--- src/rtl/geofence_driver_if.sv ---
// Point-load, coordinate-drive and result bundle for geofence_driver.
// slave is the driver side; master is the producer/receiver side.
interface geofence_driver_if;
    logic       in_valid;
    logic       in_ready;
    logic [9:0] in_x;
    logic [9:0] in_y;
    logic [9:0] X;
    logic [9:0] Y;
    logic       drv_active;
    logic       fence_valid;
    logic       fence_inside;
    logic       res_valid;
    logic       res_inside;
    logic       res_timeout;
    logic [7:0] set_cnt;
    logic [7:0] inside_cnt;

    modport slave (
        input  in_valid, in_x, in_y, fence_valid, fence_inside,
        output in_ready, X, Y, drv_active, res_valid, res_inside, res_timeout,
               set_cnt, inside_cnt
    );

    modport master (
        output in_valid, in_x, in_y, fence_valid, fence_inside,
        input  in_ready, X, Y, drv_active, res_valid, res_inside, res_timeout,
               set_cnt, inside_cnt
    );
endinterface

--- src/rtl/geofence_driver.sv ---
// Ping-pong buffered geofence point driver: loads target+6 vertices, bursts them out, collects verdict.
// Optional WAIT timeout enabled by defining GEOFENCE_DRV_TIMEOUT_EN.
module geofence_driver (
    input logic               clk,
    input logic               reset,
    geofence_driver_if.slave  bus
);
    typedef enum logic [1:0] {IDLE, SEND, WAIT, RESULT} state_t;

    state_t     state;
    logic [9:0] mem_x [2][7];
    logic [9:0] mem_y [2][7];
    logic [1:0] full;
    logic       wr_bank;
    logic       rd_bank;
    logic [2:0] wr_ptr;
    logic [2:0] snd_idx;
    logic [9:0] x_q;
    logic [9:0] y_q;
    logic       drv_q;
    logic       res_valid_q;
    logic       res_inside_q;
    logic [7:0] set_q;
    logic [7:0] inside_q;
    logic       wr_fire;
    logic       wr_last;
    logic       rd_fill;
    logic       oth_fill;
`ifdef GEOFENCE_DRV_TIMEOUT_EN
    logic [5:0] wait_cnt;
    logic       res_timeout_q;
`endif

    assign bus.in_ready   = ~(full[0] & full[1]);
    assign bus.X          = x_q;
    assign bus.Y          = y_q;
    assign bus.drv_active = drv_q;
    assign bus.res_valid  = res_valid_q;
    assign bus.res_inside = res_inside_q;
    assign bus.set_cnt    = set_q;
    assign bus.inside_cnt = inside_q;
`ifdef GEOFENCE_DRV_TIMEOUT_EN
    assign bus.res_timeout = res_timeout_q;
`else
    assign bus.res_timeout = 1'b0;
`endif

    assign wr_fire = bus.in_valid & bus.in_ready;
    assign wr_last = wr_fire && (wr_ptr == 3'd6);
    // A bank completing on this edge counts as full so SEND starts with no idle gap.
    assign rd_fill  = full[rd_bank]  | (wr_last & (wr_bank == rd_bank));
    assign oth_fill = full[~rd_bank] | (wr_last & (wr_bank != rd_bank));

    always_ff @(posedge clk) begin
        if (wr_fire) begin
            mem_x[wr_bank][wr_ptr] <= bus.in_x;
            mem_y[wr_bank][wr_ptr] <= bus.in_y;
        end
    end

    always_ff @(posedge clk) begin
        if (reset) begin
            state        <= IDLE;
            full         <= '0;
            wr_bank      <= 1'b0;
            rd_bank      <= 1'b0;
            wr_ptr       <= '0;
            snd_idx      <= '0;
            x_q          <= '0;
            y_q          <= '0;
            drv_q        <= 1'b0;
            res_valid_q  <= 1'b0;
            res_inside_q <= 1'b0;
            set_q        <= '0;
            inside_q     <= '0;
`ifdef GEOFENCE_DRV_TIMEOUT_EN
            wait_cnt      <= '0;
            res_timeout_q <= 1'b0;
`endif
        end else begin
            if (wr_fire) begin
                if (wr_ptr == 3'd6) begin
                    full[wr_bank] <= 1'b1;
                    wr_ptr        <= '0;
                    wr_bank       <= ~wr_bank;
                end else begin
                    wr_ptr <= wr_ptr + 3'd1;
                end
            end

            res_valid_q <= 1'b0;

            case (state)
                IDLE: begin
                    if (rd_fill) begin
                        state   <= SEND;
                        snd_idx <= '0;
                        x_q     <= mem_x[rd_bank][0];
                        y_q     <= mem_y[rd_bank][0];
                        drv_q   <= 1'b1;
                    end
                end
                SEND: begin
                    if (snd_idx == 3'd6) begin
                        state <= WAIT;
                        x_q   <= '0;
                        y_q   <= '0;
                        drv_q <= 1'b0;
`ifdef GEOFENCE_DRV_TIMEOUT_EN
                        wait_cnt <= '0;
`endif
                    end else begin
                        snd_idx <= snd_idx + 3'd1;
                        x_q     <= mem_x[rd_bank][snd_idx + 3'd1];
                        y_q     <= mem_y[rd_bank][snd_idx + 3'd1];
                    end
                end
                WAIT: begin
                    if (bus.fence_valid) begin
                        state        <= RESULT;
                        res_valid_q  <= 1'b1;
                        res_inside_q <= bus.fence_inside;
`ifdef GEOFENCE_DRV_TIMEOUT_EN
                        res_timeout_q <= 1'b0;
                    end else if (wait_cnt == 6'd63) begin
                        state         <= RESULT;
                        res_valid_q   <= 1'b1;
                        res_inside_q  <= 1'b0;
                        res_timeout_q <= 1'b1;
                    end else begin
                        wait_cnt <= wait_cnt + 6'd1;
`endif
                    end
                end
                RESULT: begin
                    full[rd_bank] <= 1'b0;
                    rd_bank       <= ~rd_bank;
                    set_q         <= set_q + 8'd1;
                    if (res_inside_q) inside_q <= inside_q + 8'd1;
                    if (oth_fill) begin
                        state   <= SEND;
                        snd_idx <= '0;
                        x_q     <= mem_x[~rd_bank][0];
                        y_q     <= mem_y[~rd_bank][0];
                        drv_q   <= 1'b1;
                    end else begin
                        state <= IDLE;
                    end
                end
                default: state <= IDLE;
            endcase
        end
    end
endmodule

--- src/flat_wrapper.sv ---
// flat-port wrapper written by rule: the top's interface ports become plain ports
module geofence_driver_flat 
  (clk, reset, bus_in_valid, bus_in_x, bus_in_y, bus_fence_valid, bus_fence_inside, bus_in_ready, bus_X, bus_Y, bus_drv_active, bus_res_valid, bus_res_inside, bus_res_timeout, bus_set_cnt, bus_inside_cnt);
  geofence_driver_if bus_i ();
  input logic clk;
  input logic reset;
  input wire logic [$bits(bus_i.in_valid)-1:0] bus_in_valid;
  input wire logic [$bits(bus_i.in_x)-1:0] bus_in_x;
  input wire logic [$bits(bus_i.in_y)-1:0] bus_in_y;
  input wire logic [$bits(bus_i.fence_valid)-1:0] bus_fence_valid;
  input wire logic [$bits(bus_i.fence_inside)-1:0] bus_fence_inside;
  output wire logic [$bits(bus_i.in_ready)-1:0] bus_in_ready;
  output wire logic [$bits(bus_i.X)-1:0] bus_X;
  output wire logic [$bits(bus_i.Y)-1:0] bus_Y;
  output wire logic [$bits(bus_i.drv_active)-1:0] bus_drv_active;
  output wire logic [$bits(bus_i.res_valid)-1:0] bus_res_valid;
  output wire logic [$bits(bus_i.res_inside)-1:0] bus_res_inside;
  output wire logic [$bits(bus_i.res_timeout)-1:0] bus_res_timeout;
  output wire logic [$bits(bus_i.set_cnt)-1:0] bus_set_cnt;
  output wire logic [$bits(bus_i.inside_cnt)-1:0] bus_inside_cnt;
  assign bus_i.in_valid = bus_in_valid;
  assign bus_i.in_x = bus_in_x;
  assign bus_i.in_y = bus_in_y;
  assign bus_i.fence_valid = bus_fence_valid;
  assign bus_i.fence_inside = bus_fence_inside;
  assign bus_in_ready = bus_i.in_ready;
  assign bus_X = bus_i.X;
  assign bus_Y = bus_i.Y;
  assign bus_drv_active = bus_i.drv_active;
  assign bus_res_valid = bus_i.res_valid;
  assign bus_res_inside = bus_i.res_inside;
  assign bus_res_timeout = bus_i.res_timeout;
  assign bus_set_cnt = bus_i.set_cnt;
  assign bus_inside_cnt = bus_i.inside_cnt;
  geofence_driver u_core (.clk(clk), .reset(reset), .bus(bus_i));
endmodule
--- config.mk ---
export PLATFORM = sky130hd
export DESIGN_NAME = geofence_driver_flat
export DESIGN_NICKNAME = d
export VERILOG_FILES = /design/src/rtl/geofence_driver_if.sv /design/src/rtl/geofence_driver.sv /design/src/flat_wrapper.sv
export SDC_FILE = /design/constraint.sdc
export NUM_CORES = 1
export LEC_CHECK = 0
export BUFFER_PORTS_ARGS = -buffer_cell sky130_fd_sc_hd__buf_2
export CORE_MARGIN = 5
export CORE_UTILIZATION = 61
export DETAILED_ROUTE_END_ITERATION = 10
export GPL_ROUTABILITY_DRIVEN = 0
export PLACE_DENSITY_LB_ADDON = 0.12
export RECOVER_POWER = 50
export SYNTH_ARGS = -nofsm -noshare
export SYNTH_HDL_FRONTEND = slang
export SYNTH_SLANG_ARGS = --single-unit
--- constraint.sdc ---
create_clock -name clk -period 4 [get_ports clk]
set_clock_uncertainty 0.1 [all_clocks]
set_input_delay 0.4 -clock clk [delete_from_list [all_inputs] [get_ports clk]]
set_output_delay 0.4 -clock clk [all_outputs]
set_load 0.01 [all_outputs]
==> metrics.md <==
| Metric | Value |
|---|---|
| Pwr Density | between 500 and 600 nW/um2 |
| Clock buffer depth | 3 |
| Top area cells in the synthesized netlist | edfxtp_1 60%, dfxtp_1 7.4%, mux2i_1 6.6% |
| Minimum clock period | 2.87 ns |
| Synth Register Bits | about 330 |
| RSZ-0062 raised after global routing | no |
| Switching pwr | 1.85 mW |
| Crit end category | flip-flop |
| CTS Sinks | 332 |
| Status | completed |
| Residual DRC | 0 |
| Cell Int Power | 6.18 mW |
| Clock Power Share | approximately 41% |
| CTS buffer count | 36 |
| Worst Hold Class | input pin to flip-flop |
| RR Startpoint | u_core.snd_idx[0]$_SDFFE_PP0P_ |
| Final setup vio count | 0 |
| Comb pwr share | 10.1% |
| Critical Path RT | 4.32 ns |
| Via/cell ratio | 6.69 |
| CP Class | flip-flop to flip-flop |
| Wirelength per Cell | 26.3 um |
| GR Overflow Total | 0 |
| Initial DRC Count | 1,013 |
| Die outline area | roughly 26,000 um2 |
| R2R cell count | 6 |
| H-tree depth | 2 |
| DP Wirelength | just under 20,000 um |
| Number of cells produced by synthesis | 897 |
| Vias in the first global route | 8,639 |
| R2R Setup Slk | 1.13 ns |
| Reg power frac | 48.8% |
| Final Hold Vio Count | 0 |
| Overall Power | 8.03 mW |
| Max Cap Violations | 0 |
| Core Box Area | approximately 23,000 um2 |
| Leak | ~5 nW |
| IO Port Bufs | between 60 and 70 |
| Slowest CP cell | xor2_2 |
| Share of cells above drive strength 1 | 17.8% |
| Area added between synthesis and finish | 12.5% |
| Average size of a mapped cell | approximately 16 um2 |
| Critical path startpoint category | flip-flop |
| Main flop type after synthesis | edfxtp_1 |
| Switch share | 23.1% |
| Critical path, cell by cell | buf_4 -> ha_1 -> xor2_2 -> nand3_1 -> a211o_1 -> a31oi_1 |
| IO Pins | 66 |
| Die X | 162 um |
| # hold bufs at CTS | 0 |
| Slew at the pin closest to its max-slew limit | 1.10 ns |
| # rows | 55 |
| Max VDD drop | 0.406 mV |
| Clock transition at the registers of the reported paths | 0.06 ns |
| Sequential share of the synthesized area | 67.4% |
| ANT nets after route | 0 |
| Antenna Cells | 0 |
| Finished layout cell area | 15,800 um2 |
| Starting density of the core | 61.9% |
| Crit path from | u_core.snd_idx[0]$_SDFFE_PP0P_ |
| Worst path max stage delay | ~0.55 ns |
| Setup TNS Final | 0 ns |
| Crit path capture | u_core.bus.X[7]$_SDFFE_PP0P_ |
| Post-DP Area | around 15,000 um2 |
| Final Max Tran Viols | 0 |
| Die Y | 162 um |
| Largest net degree at the start of global routing | a little over 60 |
| FMAX | around 350 MHz |
| Ys async rst share | 0% |
| Mapped cell area | 14,000 um2 |
| Nets | 1,003 |
| Global-route wire length before repair | 50,700 um |
| Later-pin clock latency in the skew report | 0.51 ns |
| Crit-path max FO | 42 |
| Worst r2r dst | u_core.bus.X[7]$_SDFFE_PP0P_ |
| Netlist cell types | 66 |
| Synth top area share | around 60% |
| PostCTS Resize Cnt | 0 |
| Via count | around 8,600 |
| Final wirelength | 33,700 um |
| EDFF count, synth | 280 |
| Net count after synthesis | 932 |
| TritonCTS clock tree | built |
| Synth warn | 0 |
| GR Util All Layers | roughly a quarter |
| Fin crit share | 71.6% |
| Initial antenna violation count | 0 |
| CTS Root Cell | clkbuf_16 |
| Drt pass-1 iters | 6 |
| Area leader, netlist | edfxtp_1 |
| Critical path arrival | 3.19 ns |
| Slew margin rel. | a little over a quarter |
| Post-CTS setup repair buffer count | 0 |
## per-layer routing
| metal | vias to the layer above | wire length (um) | global-route usage [%] |
|---|---|---|---|
| met3 | 104 | 3260 | 4.75 |
| li1 | 3705 | - | - |
| met2 | 484 | 16100 | 41.3 |
| met1 | 4261 | 13300 | 35.8 |
| met5 | - | 0 | 0 |
| met4 | 0 | 1020 | 8.45 |
## worst max-delay path: cells and delay by family, from the launching register on
kind | cells | cell delay [ns]
compound gates | 2 | 0.57
buf+inv | 1 | 0.45
flops | 1 | 0.35
xor+xnor | 1 | 0.55
simple gates | 1 | 0.38
fa+ha+maj | 1 | 0.38
## registers in the layout, summed over array words and instances (netlist names), named ones only
register               count
u_core.bus.X              10
u_core.bus.Y              10
u_core.bus.drv_active      1
u_core.bus.inside_cnt      8
u_core.bus.res_inside      1
u_core.bus.res_valid       1
u_core.bus.set_cnt         8
u_core.full                2
u_core.mem_x             140
u_core.mem_y             140
u_core.rd_bank             1
u_core.snd_idx             3
u_core.state               2
u_core.wr_bank             1
u_core.wr_ptr              3
## layout by cell type (no fill, tap or decap), types with 6 or more instances in the layout
cell	n
edfxtp_1	280
mux2i_1	92
clkbuf_1	67
nand2_1	59
dfxtp_1	51
clkbuf_16	38
mux4_2	35
nor2_1	27
mux2_2	27
buf_4	26
nand3_1	20
a21oi_1	18
a22oi_1	18
inv_1	15
o21ai_0	15
a31oi_1	14
o2111ai_1	12
a221oi_1	12
nand4_1	11
o32ai_1	10
ha_1	9
xor2_1	8
and3_1	7
o22ai_1	7
o31ai_1	7
clkinv_1	6
or3_1	6
buf_2	6
## area by class of cell
class / instances / area (um2)
Tap cell: 285 / 357
Timing Repair Buffer: 92 / 483
Inverter: 17 / 63.8
Fill cell: 1520 / 6870
Sequential cell: 332 / 9450
Multi-Input combinational cell: 489 / 4220
Clock inverter: 14 / 164
Clock buffer: 50 / 1030
## cells in the mapped netlist, types with 2 or more instances
| cell type | n |
|---|---|
| clkbuf_1 | 15 |
| o31ai_1 | 7 |
| o21ai_0 | 15 |
| nor3_1 | 9 |
| nor2_1 | 34 |
| o2111ai_1 | 12 |
| dfxtp_1 | 52 |
| buf_1 | 8 |
| a22oi_1 | 18 |
| a31oi_1 | 14 |
| or2_2 | 3 |
| nand3_1 | 20 |
| nand2b_1 | 4 |
| nand2_1 | 59 |
| a211o_1 | 5 |
| nor4_1 | 2 |
| a221oi_1 | 12 |
| inv_1 | 15 |
| and2_1 | 3 |
| and3_1 | 7 |
| buf_6 | 6 |
| xor2_1 | 8 |
| xnor2_1 | 5 |
| o22a_1 | 3 |
| a211oi_1 | 2 |
| buf_4 | 10 |
| o22ai_1 | 7 |
| a32o_1 | 5 |
| xor2_2 | 2 |
| a21oi_1 | 18 |
| mux2_2 | 27 |
| o32ai_1 | 10 |
| buf_2 | 18 |
| ha_1 | 10 |
| mux4_2 | 35 |
| or3_1 | 6 |
| mux2i_1 | 92 |
| edfxtp_1 | 280 |
| nand4_1 | 11 |
| nor2b_1 | 2 |
## how the worst min path moves through the flow
stage / start / to / slack, ns / cells after the start
2_1_floorplan: u_core.snd_idx[1]$_SDFFE_PP0P_ / u_core.snd_idx[1]$_SDFFE_PP0P_ / 0.38 / 2
3_3_place_gp: u_core.bus.drv_active$_SDFFE_PP0P_ / u_core.bus.drv_active$_SDFFE_PP0P_ / 0.36 / 2
3_5_place_dp: u_core.bus.drv_active$_SDFFE_PP0P_ / u_core.bus.drv_active$_SDFFE_PP0P_ / 0.37 / 2
4_1_cts: bus_fence_inside / u_core.bus.res_inside$_SDFFE_PP0P_ / 0.06 / 3
5_1_grt: bus_fence_inside / u_core.bus.res_inside$_SDFFE_PP0P_ / 0.07 / 3
6_report: bus_fence_inside / u_core.bus.res_inside$_SDFFE_PP0P_ / 0.07 / 3
## power by group through the flow
stage | logic (mW) | clock network (mW) | registers (mW)
2_1_floorplan | 0.476 | 0 | 3.99
3_3_place_gp | 0.785 | 0 | 3.98
3_5_place_dp | 0.813 | 0 | 3.98
4_1_cts | 0.817 | 3.34 | 3.91
5_1_grt | 0.861 | 3.50 | 3.92
6_report | 0.810 | 3.31 | 3.92
## through the flow
step	setup WS (ns)	hold WS, ns	util (%)	instances
after floorplan	0.446	0.377	-	897
after global placement	1.26	0.359	64.7	1215
after detailed placement	1.18	0.374	64.7	1215
after CTS	1.17	0.0596	70.0	1279
after global routing	0.990	0.0710	69.6	1279
final	1.13	0.0675	69.6	1279
## cell families after synthesis
family,share of synthesized area (%)
adders and majority gates,0.893
buffers and inverters,2.91
muxes,14.4
xor gates and xnor gates,1.04
DFF,67.4
other,0.0268
AOI/OAI and AO/OA,7.59
and+or+nand+nor,5.72
(Power assumes the default switching activity.)
